### config.mk
export PLATFORM = sky130hd
export DESIGN_NAME = if_prefetch
export DESIGN_NICKNAME = d
export VERILOG_FILES = /design/src/rtl/riscv_pkg.sv /design/src/rtl/if_fifo.sv /design/src/rtl/if_prefetch_chk.sv /design/src/rtl/if_prefetch.sv
export SDC_FILE = /design/constraint.sdc
export NUM_CORES = 1
export LEC_CHECK = 0
export ABC_CLOCK_PERIOD_IN_PS = 5300
export CAP_MARGIN = 20
export CORE_MARGIN = 2
export CORE_UTILIZATION = 35
export DETAILED_ROUTE_END_ITERATION = 8
export GPL_TIMING_DRIVEN = 0
export SLEW_MARGIN = 20
export SYNTH_ARGS = -nofsm -noshare
export SYNTH_HDL_FRONTEND = slang
export SYNTH_SLANG_ARGS = --single-unit
export TNS_END_PERCENT = 5
### constraint.sdc
create_clock -name clk -period 5.3 [get_ports clk]
set_input_delay 0.795 -clock clk [delete_from_list [all_inputs] [get_ports clk]]
set_output_delay 0.795 -clock clk [all_outputs]
set_load 0.03 [all_outputs]
### src/rtl/riscv_pkg.sv
// Shared fetch-stage types and constants: machine widths, the reset PC,
// the fetch FSM states and the {pc, inst} entry held by the prefetch FIFO.
package riscv_pkg;

  localparam int XLEN = 32;
  localparam int ILEN = 32;
  localparam logic [XLEN-1:0] RESET_PC_DEFAULT = 32'h0000_0000;

  typedef enum logic [1:0] {
    BOOT = 2'd0,
    RUN  = 2'd1,
    HALT = 2'd2
  } fetch_state_e;

  typedef struct packed {
    logic [XLEN-1:0] pc;
    logic [ILEN-1:0] inst;
  } fetch_entry_t;

endpackage

### src/rtl/if_fifo.sv
// Synchronous FIFO of fetch entries with a registered head and single-cycle
// flush; flush wins over a same-cycle push or pop.
module if_fifo
  import riscv_pkg::*;
#(
  parameter int DEPTH = 4
) (
  input  logic                   clk,
  input  logic                   rst_n,
  input  logic                   push_i,
  input  fetch_entry_t           entry_i,
  input  logic                   pop_i,
  input  logic                   flush_i,
  output fetch_entry_t           head_o,
  output logic                   full_o,
  output logic                   empty_o,
  output logic [$clog2(DEPTH):0] count_o
);

  localparam int AW = $clog2(DEPTH);
  localparam logic [AW-1:0] PTR_ONE   = AW'(1);
  localparam logic [AW-1:0] PTR_ZERO  = AW'(0);
  localparam logic [AW:0]   CNT_ONE   = (AW+1)'(1);
  localparam logic [AW:0]   CNT_ZERO  = (AW+1)'(0);
  localparam logic [AW:0]   CNT_DEPTH = (AW+1)'(DEPTH);

  fetch_entry_t  mem_q [DEPTH];
  fetch_entry_t  mem_d [DEPTH];
  logic [AW-1:0] wr_ptr_q, wr_ptr_d;
  logic [AW-1:0] rd_ptr_q, rd_ptr_d;
  logic [AW:0]   count_q, count_d;
  logic          do_push_s, do_pop_s;

  assign full_o    = (count_q == CNT_DEPTH);
  assign empty_o   = (count_q == CNT_ZERO);
  assign count_o   = count_q;
  assign head_o    = mem_q[rd_ptr_q];
  assign do_pop_s  = pop_i && !empty_o;
  assign do_push_s = push_i && (!full_o || do_pop_s);

  // Next-state for storage, pointers and occupancy.
  always_comb begin
    mem_d    = mem_q;
    wr_ptr_d = wr_ptr_q;
    rd_ptr_d = rd_ptr_q;
    count_d  = count_q;
    if (flush_i) begin
      wr_ptr_d = PTR_ZERO;
      rd_ptr_d = PTR_ZERO;
      count_d  = CNT_ZERO;
    end else begin
      if (do_push_s) begin
        mem_d[wr_ptr_q] = entry_i;
        wr_ptr_d        = wr_ptr_q + PTR_ONE;
      end else begin
        wr_ptr_d = wr_ptr_q;
      end
      if (do_pop_s) begin
        rd_ptr_d = rd_ptr_q + PTR_ONE;
      end else begin
        rd_ptr_d = rd_ptr_q;
      end
      if (do_push_s && !do_pop_s) begin
        count_d = count_q + CNT_ONE;
      end else if (!do_push_s && do_pop_s) begin
        count_d = count_q - CNT_ONE;
      end else begin
        count_d = count_q;
      end
    end
  end

  // State registers with synchronous active-low reset.
  always_ff @(posedge clk) begin
    if (!rst_n) begin
      for (int i = 0; i < DEPTH; i++) begin
        mem_q[i] <= {$bits(fetch_entry_t){1'b0}};
      end
      wr_ptr_q <= PTR_ZERO;
      rd_ptr_q <= PTR_ZERO;
      count_q  <= CNT_ZERO;
    end else begin
      mem_q    <= mem_d;
      wr_ptr_q <= wr_ptr_d;
      rd_ptr_q <= rd_ptr_d;
      count_q  <= count_d;
    end
  end

endmodule

### src/rtl/if_prefetch_chk.sv
// Protocol checks for the prefetch stage: no push into a full FIFO, no
// orphan responses, and only word-aligned fetch addresses.
module if_prefetch_chk #(
  parameter int CW = 3
) (
  input logic          clk,
  input logic          rst_n,
  input logic          push_i,
  input logic          pop_i,
  input logic          full_i,
  input logic          rvalid_i,
  input logic [CW-1:0] outstanding_i,
  input logic [CW-1:0] discard_i,
  input logic          req_i,
  input logic [1:0]    addr_lsb_i
);

  a_no_push_full: assert property (@(posedge clk) disable iff (!rst_n)
    !(push_i && full_i && !pop_i));

  a_no_orphan_rvalid: assert property (@(posedge clk) disable iff (!rst_n)
    !(rvalid_i && (outstanding_i == {CW{1'b0}}) && (discard_i == {CW{1'b0}})));

  a_addr_aligned: assert property (@(posedge clk) disable iff (!rst_n)
    !(req_i && (addr_lsb_i != 2'b00)));

endmodule

### src/rtl/if_prefetch.sv
// Instruction prefetch stage: credit-limited word fetches into a small FIFO,
// valid/ready delivery to decode, and flush/discard on redirect.
module if_prefetch
  import riscv_pkg::*;
#(
  parameter logic [XLEN-1:0] RESET_PC = RESET_PC_DEFAULT,
  parameter int              DEPTH    = 4,
  parameter int              MAX_OUT  = 2
) (
  input  logic            clk,
  input  logic            rst_n,
  input  logic            redirect_i,
  input  logic [XLEN-1:0] redirect_pc_i,
  output logic            imem_req_o,
  output logic [XLEN-1:0] imem_addr_o,
  input  logic            imem_gnt_i,
  input  logic            imem_rvalid_i,
  input  logic [ILEN-1:0] imem_rdata_i,
  output logic            inst_valid_o,
  input  logic            inst_ready_i,
  output logic [ILEN-1:0] inst_o,
  output logic [XLEN-1:0] inst_pc_o,
  output logic [XLEN-1:0] inst_pc4_o,
  output logic            fetch_err_o
);

  localparam int CW = $clog2(DEPTH) + 1;
  localparam logic [CW-1:0] CNT_ZERO  = CW'(0);
  localparam logic [CW-1:0] MAX_OUT_C = CW'(MAX_OUT);
  localparam logic [CW:0]   DEPTH_C   = (CW+1)'(DEPTH);
  localparam logic [XLEN-1:0] PC_STEP = 32'd4;

  fetch_state_e    state_q, state_d;
  logic [XLEN-1:0] fetch_pc_q, fetch_pc_d;
  logic [XLEN-1:0] ret_pc_q, ret_pc_d;
  logic [CW-1:0]   outstanding_q, outstanding_d;
  logic [CW-1:0]   discard_q, discard_d;
  logic            err_q, err_d;

  fetch_entry_t    head_s, push_entry_s;
  logic [CW-1:0]   fifo_count_s, inflight_s;
  logic [CW:0]     credit_s;
  logic            fifo_full_s, fifo_empty_s;
  logic            pop_s, push_s, gnt_fire_s, redir_s, misalign_s;
  logic            rv_live_s, rv_dead_s;

  assign inst_valid_o = !fifo_empty_s && (state_q != HALT);
  assign pop_s        = inst_valid_o && inst_ready_i;
  assign inflight_s   = outstanding_q + discard_q;
  // FIFO slots already promised: buffered plus live in flight, less this cycle's pop.
  assign credit_s     = {1'b0, fifo_count_s} + {1'b0, outstanding_q} - {{CW{1'b0}}, pop_s};
  assign imem_req_o   = (state_q == RUN) && (inflight_s < MAX_OUT_C) && (credit_s < DEPTH_C);
  assign imem_addr_o  = fetch_pc_q;
  assign gnt_fire_s   = imem_req_o && imem_gnt_i;
  assign rv_dead_s    = imem_rvalid_i && (discard_q != CNT_ZERO);
  assign rv_live_s    = imem_rvalid_i && (discard_q == CNT_ZERO) && (outstanding_q != CNT_ZERO);
  assign redir_s      = redirect_i && (state_q != HALT);
  assign misalign_s   = (redirect_pc_i[1:0] != 2'b00);
  assign push_s       = rv_live_s && !redir_s;
  assign push_entry_s = '{pc: ret_pc_q, inst: imem_rdata_i};

  assign inst_o      = inst_valid_o ? head_s.inst : {ILEN{1'b0}};
  assign inst_pc_o   = inst_valid_o ? head_s.pc : {XLEN{1'b0}};
  assign inst_pc4_o  = inst_valid_o ? (head_s.pc + PC_STEP) : {XLEN{1'b0}};
  assign fetch_err_o = err_q;

  if_fifo #(
    .DEPTH (DEPTH)
  ) u_fifo (
    .clk     (clk),
    .rst_n   (rst_n),
    .push_i  (push_s),
    .entry_i (push_entry_s),
    .pop_i   (pop_s),
    .flush_i (redir_s),
    .head_o  (head_s),
    .full_o  (fifo_full_s),
    .empty_o (fifo_empty_s),
    .count_o (fifo_count_s)
  );

  if_prefetch_chk #(
    .CW (CW)
  ) u_chk (
    .clk           (clk),
    .rst_n         (rst_n),
    .push_i        (push_s),
    .pop_i         (pop_s),
    .full_i        (fifo_full_s),
    .rvalid_i      (imem_rvalid_i),
    .outstanding_i (outstanding_q),
    .discard_i     (discard_q),
    .req_i         (imem_req_o),
    .addr_lsb_i    (imem_addr_o[1:0])
  );

  // Next-state for FSM, fetch/return PCs and in-flight bookkeeping.
  always_comb begin
    state_d       = state_q;
    fetch_pc_d    = fetch_pc_q;
    ret_pc_d      = ret_pc_q;
    outstanding_d = outstanding_q;
    discard_d     = discard_q;
    err_d         = err_q || (redir_s && misalign_s);

    case (state_q)
      BOOT:    state_d = (redir_s && misalign_s) ? HALT : RUN;
      RUN:     state_d = (redir_s && misalign_s) ? HALT : RUN;
      HALT:    state_d = HALT;
      default: state_d = BOOT;
    endcase

    // Every request in flight at a redirect becomes a response to drop.
    if (redir_s) begin
      outstanding_d = CNT_ZERO;
      discard_d     = discard_q + outstanding_q + {{(CW-1){1'b0}}, gnt_fire_s}
                      - {{(CW-1){1'b0}}, (rv_live_s || rv_dead_s)};
    end else begin
      outstanding_d = outstanding_q + {{(CW-1){1'b0}}, gnt_fire_s}
                      - {{(CW-1){1'b0}}, rv_live_s};
      discard_d     = discard_q - {{(CW-1){1'b0}}, rv_dead_s};
    end

    if (redir_s && !misalign_s) begin
      fetch_pc_d = redirect_pc_i;
      ret_pc_d   = redirect_pc_i;
    end else begin
      fetch_pc_d = gnt_fire_s ? (fetch_pc_q + PC_STEP) : fetch_pc_q;
      ret_pc_d   = push_s ? (ret_pc_q + PC_STEP) : ret_pc_q;
    end
  end

  // FSM and bookkeeping registers with synchronous active-low reset.
  always_ff @(posedge clk) begin
    if (!rst_n) begin
      state_q       <= BOOT;
      fetch_pc_q    <= RESET_PC;
      ret_pc_q      <= RESET_PC;
      outstanding_q <= CNT_ZERO;
      discard_q     <= CNT_ZERO;
      err_q         <= 1'b0;
    end else begin
      state_q       <= state_d;
      fetch_pc_q    <= fetch_pc_d;
      ret_pc_q      <= ret_pc_d;
      outstanding_q <= outstanding_d;
      discard_q     <= discard_d;
      err_q         <= err_d;
    end
  end

endmodule

==> impl_results.md, run 1 <==
* Critical path class: reg2out
* Avg WL per Cell at 19.1 um
* Crit end category: output port
* H-tree levels at 2
* Pre-antenna DRT Iters at 5
* Clock Power Share at 45.9%
* Worst Tran Pin Value at 1030 ps
* Initial antenna violation count at 3
* Routed via count at 14666
* Multi-input logic area at 9100 um^2
* Total die area at about 49000 um^2
* Worst reg2reg endpoint: discard_q[1]
* Port bufs at 199
* Max clock buf depth at 3
* Die Y at between 200 and 250 um
* Pwr Density at about 280 nW/um^2
* Drt drc at 0
* Worst Setup Slack, final at between 200 and 300 ps
* Sequential share of power at between 40% and 50%
* Initial drt markers at roughly 900
* First-pass GRT wire length at 82900 um
* Final WL at 53300 um
* Max Cap Viol at 0
* Reg area at between 6000 and 7000 um^2
* Io pins at ~200
* Fmax at 199 MHz
* Worst VDD drop at 0.202 mV
* Largest net degree at the start of global routing at 19
* Clock root cell: clkbuf_16
* GP Congestion at 0.844
* Pins over their slew limit at 0
* Initial Util at 35.6%
* Async S/R FF share, synth at 0%
* Post-synthesis sequential area ratio at 40.4%
* Vias in the first global route at 14443
* Placed cell count at 2717
* CP arrival at 4230 ps
* Clock Pin Slew Worst Setup and Hold Paths at 60 ps
* Utilization after layout at between 40 and 50%
* Floorplan core area at 46800 um^2
* Fill cells at 4608
* Post-synth top flop: dfxtp_1
* Dpl hpwl at 38400 um
* Reg2reg start: state_q[1]
* Period utilisation layout at 94.8%
* CTS buffer count at 38
* Final min period at 5030 ps
* Yosys warnings at 0
* Final setup fails at 0
* Comb pwr share at 8.2%
* Worst hold path type: reg2reg
* Share of layout cells above drive strength 1 at approximately 8.6%
* Cell Area, Synth at ~17000 um^2
* Register bit count reported by yosys at 336
* Reg2Reg Setup Slack at ~700 ps
* Hold-fix buffers, CTS at 0
* Routed vias/inst at 5.27
* Total GRT Usage at between 20% and 30%
* Post-synthesis to final-layout area growth at 24.0%
* Data required, critical path at 4510 ps
* Type of origin of the critical path: flop
* EDFF count, synth at 0
* Cell-internal power at 4.32 mW
* Fin cells at around 2800
* Worst skew pair latency at 540 ps
* CP Launch Point: state_q[1]
* Clk sink count at 336
* Status: complete, no violations
* P_leak at 6.76 nW
* RSZ-0062 raised after global routing: false
* Final ANT Viol Nets at 0
* Sw Ratio at about 24%
* Critical Path End: imem_req_o
* Syn nets at roughly 2000
* Cells after Synth at 1910
* Final hold vios at 0
* Pre-CTS setup slack at -199 ps
* Width of the die at about 220 um
* Clock skew at about 13 ps
* Syn avg cell area at 8.71 um^2
* Rel. slew slack at 30.6%
* Num rows at 79
* CTS tree: built
* Netlist cell types at 59
* Worst r2r path cells at 21
* Net Sw Power at 1.39 mW
* Largest fanout on the critical path at 8
* Final nets at 2245
* Total gr overflow at 0
## state kept, by name (all words and copies together) (netlist names)
register         count
state_q              2
ret_pc_q            32
u_fifo.rd_ptr_q      2
imem_addr_o         32
u_fifo.count_o       3
discard_q            3
fetch_err_o          1
outstanding_q        3
u_fifo.wr_ptr_q      2
u_fifo.mem_q       256
## Yosys cell counts, types with 12 or more instances
cell type,instances,share of area [%]
and2_1,87,3.3
buf_2,32,0.96
a311oi_1,19,1.0
o21ai_0,51,1.5
xnor2_1,17,0.89
and3_1,20,0.75
nand4_1,20,0.75
a21oi_1,22,0.66
o31ai_1,18,0.81
or4_1,17,0.77
clkbuf_1,100,2.3
nand2_1,548,12
inv_1,36,0.81
xor2_1,20,1.1
dfxtp_1,336,40
mux4_2,55,7.4
or3_1,21,0.79
nor3_1,12,0.36
a31oi_1,34,1.3
nand3_1,22,0.66
a21boi_0,256,12
ha_1,21,1.6
nor2_1,44,0.99
## how the worst min path moves through the flow
stage | start | to | slack [ps] | cells after the start
2_1_floorplan | u_fifo.mem_q[162] | u_fifo.mem_q[162] | 440 | 2
5_1_grt | u_fifo.mem_q[60] | u_fifo.mem_q[60] | 470 | 2
6_report | u_fifo.mem_q[3] | u_fifo.mem_q[3] | 460 | 2
3_3_place_gp | u_fifo.mem_q[187] | u_fifo.mem_q[187] | 450 | 2
4_1_cts | u_fifo.mem_q[232] | u_fifo.mem_q[232] | 460 | 2
3_5_place_dp | u_fifo.mem_q[232] | u_fifo.mem_q[232] | 450 | 2
## metrics by stage
step           TNS [ps]  total power [mW]  cell area (um^2)  hold WS [ps]
2_1_floorplan         0              2.92             16600           439
3_3_place_gp      -5880              3.13             19400           447
3_5_place_dp       -609              3.14             19400           453
4_1_cts               0              5.76             20600           462
5_1_grt               0              5.90             20600           472
6_report              0              5.71             20600           459
## layer usage
layer	GRT usage, %	up-vias	wire length, um
met4	6.28	2	1210
met1	28.9	7070	24500
met5	0	-	16
met2	34.9	414	24900
met3	2.93	82	2640
li1	-	7098	-
## worst max-delay path, stage by stage, from the launching register on
cell and delay, ps:
dfxtp_1 380, nand2b_1 70, clkbuf_1 220, o31ai_2 120, buf_4 240, clkinvlp_4 220
nand2_1 180, inv_1 70, ha_1 180, inv_1 50, ha_1 210, and3b_1 220
or4_1 550, a21oi_1 240, clkdlybuf4s50_1 730
## what timing repair did
item | CTS | global route
hold endpoints to repair | 0 | 0
gates resized for setup | 1 | 0
endpoints found under the setup margin | 5 | 0
buffers inserted | 1 | 0
## power groups by stage
stage | combinational (mW) | sequential [mW] | clock (mW)
6_report | 0.468 | 2.62 | 2.62
5_1_grt | 0.510 | 2.63 | 2.77
4_1_cts | 0.471 | 2.62 | 2.67
3_5_place_dp | 0.467 | 2.67 | 0
3_3_place_gp | 0.459 | 2.67 | 0
2_1_floorplan | 0.243 | 2.68 | 0
## cell type report
type	instances	share of cell area, %
buffer	149	3.29
clock buffer	56	5.38
clock inverter	10	0.534
tap	607	3.68
sequential	336	32.6
antenna	1	0.0121
inverter	36	0.673
timing repair buffer	201	9.72
multi-input combinational	1388	44.1
## layout by cell type, fill, tap and decap left out, types with 21 or more instances in the layout
cell,synthesis,final
nand2_1,548,548
clkbuf_16,0,39
dfxtp_1,336,336
mux4_2,55,55
a21boi_0,256,256
nand3_1,22,22
ha_1,21,21
and2_1,87,87
clkdlybuf4s50_1,0,199
a21oi_1,22,22
o21ai_0,51,51
nor2_1,44,44
a31oi_1,34,34
or3_1,21,21
inv_1,36,35
buf_2,32,32
clkbuf_1,100,109
## kinds of logic (layout without fill, tap and decap cells)
family | Yosys count | count (layout) | synth area share (%)
adder cells (fa/ha/maj) | 25 | 25 | 2.06
buffers and inverters | 186 | 452 | 4.91
XOR/XNOR | 37 | 37 | 1.95
AO/OA/AOI/OAI | 418 | 418 | 17.9
other | 0 | 1 | 0
multiplexers | 79 | 79 | 9.86
flip-flops | 336 | 336 | 40.4
AND/OR/NAND/NOR | 829 | 829 | 22.9
Power figures use the tool's default switching activity.
==> run 2, diff against run 1 <==
--- a/config.mk
+++ b/config.mk
@@ -10,7 +10,6 @@
 export CORE_MARGIN = 2
 export CORE_UTILIZATION = 35
 export DETAILED_ROUTE_END_ITERATION = 8
-export GPL_TIMING_DRIVEN = 0
 export SLEW_MARGIN = 20
 export SYNTH_ARGS = -nofsm -noshare
 export SYNTH_HDL_FRONTEND = slang
==> impl_results.md, run 2 (synthesized netlist as in run 1, its figures left out) <==
* Status: complete, no violations
* Worst Setup Slack, final at 638 ps (+364 ps)
* Fin cells at 2661 (-4.4%)
* Max clock buf depth at 3 (unchanged)
* Routed vias/inst at 5.32 (+1.0%)
* Worst Tran Pin Value at 1110 ps (+81.5 ps)
* Total GRT Usage at 19.6% (-1.6 points)
* Initial antenna violation count at 1 (-2)
* Hold endpoint: u_fifo.mem_q[90]
* First-pass GRT wire length at 77900 um (-6.0%)
* Rel. slew slack at 25.7% (-4.9 points)
* Period utilisation layout at 88.0% (-6.9 points)
* Largest net degree at the start of global routing at 204 (+185)
* Final hold vios at 0 (unchanged)
* Pre-CTS setup slack at 870 ps (+1070 ps)
* Worst skew pair latency at 540 ps (about the same)
* Pre-antenna DRT Iters at 7 (+2)
* Setup TNS at 0 ps (unchanged)
* CP arrival at 3870 ps (-360 ps)
* Critical path class: reg2out
* Clock root cell: clkbuf_16
* P_leak at 6.54 nW (-3.3%)
* Floorplan core area at 46800 um^2 (unchanged)
* Most Crowded Layer GR: met2
* Largest register FFs at 256 (unchanged)
* Final ANT Viol Nets at 0 (unchanged)
* Largest fanout on the critical path at 8 (unchanged)
* Clk sink count at 336 (unchanged)
* Slowest-stage cell, CP: clkdlybuf4s50_1
* Commonest non-fill, non-tap cell in the layout: nand2_1
* RSZ-0062 raised after global routing: false
* Crit end category: output port
* Share of layout cells above drive strength 1 at 8.87% (+0.23 points)
* Total die area at 49300 um^2 (unchanged)
* Critical path, cell by cell: nand2b_1, o31ai_4, inv_2, nand2_1, inv_1, ha_1, inv_1, ha_1, and3b_1, or4_1, a21oi_1, clkdlybuf4s50_1
* Routed via count at 14165 (-3.4%)
* Final setup fails at 0 (unchanged)
* Reg2reg start: state_q[0]
* Fmax at 215 MHz (+7.8%)
* Hold WS at 461 ps (+2.06 ps)
* Pwr Density at 285 nW/um^2 (+2.9%)
* Io pins at 201 (unchanged)
* Hold Crit Start: u_fifo.mem_q[90]
* Pins over their slew limit at 0 (unchanged)
* Worst hold path type: reg2reg
* Drt drc at 0 (unchanged)
* Worst r2r path cells at 19 (-9.5%)
* Max Cap Viol at 0 (unchanged)
* CTS buffer count at 39 (+2.6%)
* Met2 GRT Util at 32.8% (-2.1 points)
* Num rows at 79 (unchanged)
* Post-CTS sizing at 0 (-1)
* Worst reg2reg endpoint: discard_q[2]
* Width of the die at 222 um (unchanged)
* Worst VDD drop at 0.193 mV (-4.4%)
* Avg WL per Cell at 18.5 um (-3.2%)
* Port bufs at 200 (+0.50%)
* Hold-fix buffers, CTS at 0 (unchanged)
* CP Launch Point: state_q[0]
* Final nets at 2118 (-5.7%)
* Vias in the first global route at 14097 (-2.4%)
* Initial Util at 35.6% (unchanged)
* Largest Register: u_fifo.mem_q
* Clock Pin Slew Worst Setup and Hold Paths at 60 ps (about the same)
* Reg2Reg Setup Slack at 1110 ps (+410 ps)
* Dpl hpwl at 31600 um (-18%)
* Initial drt markers at 1002 (+13%)
* Post-synthesis to final-layout area growth at 21.9%
* Final WL at 49300 um (-7.5%)
* H-tree levels at 2 (unchanged)
* Commonest non-fill, non-tap cells in the layout: nand2_1, dfxtp_1, a21boi_0
* Type of origin of the critical path: flop
* Met3 Usage GRT at 3.23% (+0.30 points)
* Data required, critical path at 4510 ps (about the same)
* Met1 usage at 26.4% (-2.5 points)
* Clock skew at 16.3 ps (+2.88 ps)
* Die Y at 222 um (unchanged)
* Total gr overflow at 0 (unchanged)
* GP Congestion at 0.817 (-3.2%)
* Post-CTS setup buffers at 0 (-1)
* CTS tree: built
* Final min period at 4660 ps (-364 ps)
* Placed cell count at 2589 (-4.7%)
* CP max stage delay at 720 ps (about the same)
* Hold Path Cell Cnt at 2 (unchanged)
[run 2: metrics by stage]
step / utilization (%) / instance area (um^2) / total power, mW
final: 43.4 / 20300 / 5.78
after global routing: 43.4 / 20300 / 5.98
after CTS: 43.4 / 20300 / 5.83
after detailed placement: 40.6 / 19000 / 3.11
after global placement: 40.6 / 19000 / 3.10
after floorplan: - / 16600 / 2.92
[run 2: worst max path at each step]
stage	end	slack, ps	cells after the start
5_1_grt	imem_req_o	450	12
3_5_place_dp	imem_req_o	870	10
4_1_cts	imem_req_o	650	12
6_report	imem_req_o	640	12
2_1_floorplan	discard_q[2]	1210	19
3_3_place_gp	imem_req_o	880	10
[run 2: routing by layer]
layer	vias to the layer above	wire length (um)
li1	6832	-
met1	6904	22500
met2	376	23300
met3	53	2780
met4	0	793
met5	-	0
[run 2: final cells by class]
| type | instances | area (um^2) |
|---|---|---|
| Tap cell | 607 | 759 |
| Fill cell | 4559 | 26500 |
| Clock inverter | 14 | 173 |
| Inverter | 36 | 135 |
| Clock buffer | 57 | 1120 |
| Antenna cell | 1 | 2.50 |
| Timing Repair Buffer | 222 | 2180 |
| Multi-Input combinational cell | 1388 | 9180 |
| Sequential cell | 336 | 6730 |
[run 2: report_power, final]
part / leakage [nW] / internal (mW) / switching, mW
Sequential: 2.72 / 2.57 / 0.0641
Clock: 0.631 / 1.63 / 1.09
Combinational: 3.19 / 0.195 / 0.231
Total: 6.54 / 4.39 / 1.39
[run 2: worst max-delay path: cells and delay by family, from the launching register on]
kind	cells	cell delay, ps
adders and majority gates	2	400
and+or+nand+nor	4	1280
DFF	1	330
buffers and inverters	4	910
AOI/OAI and AO/OA	2	400
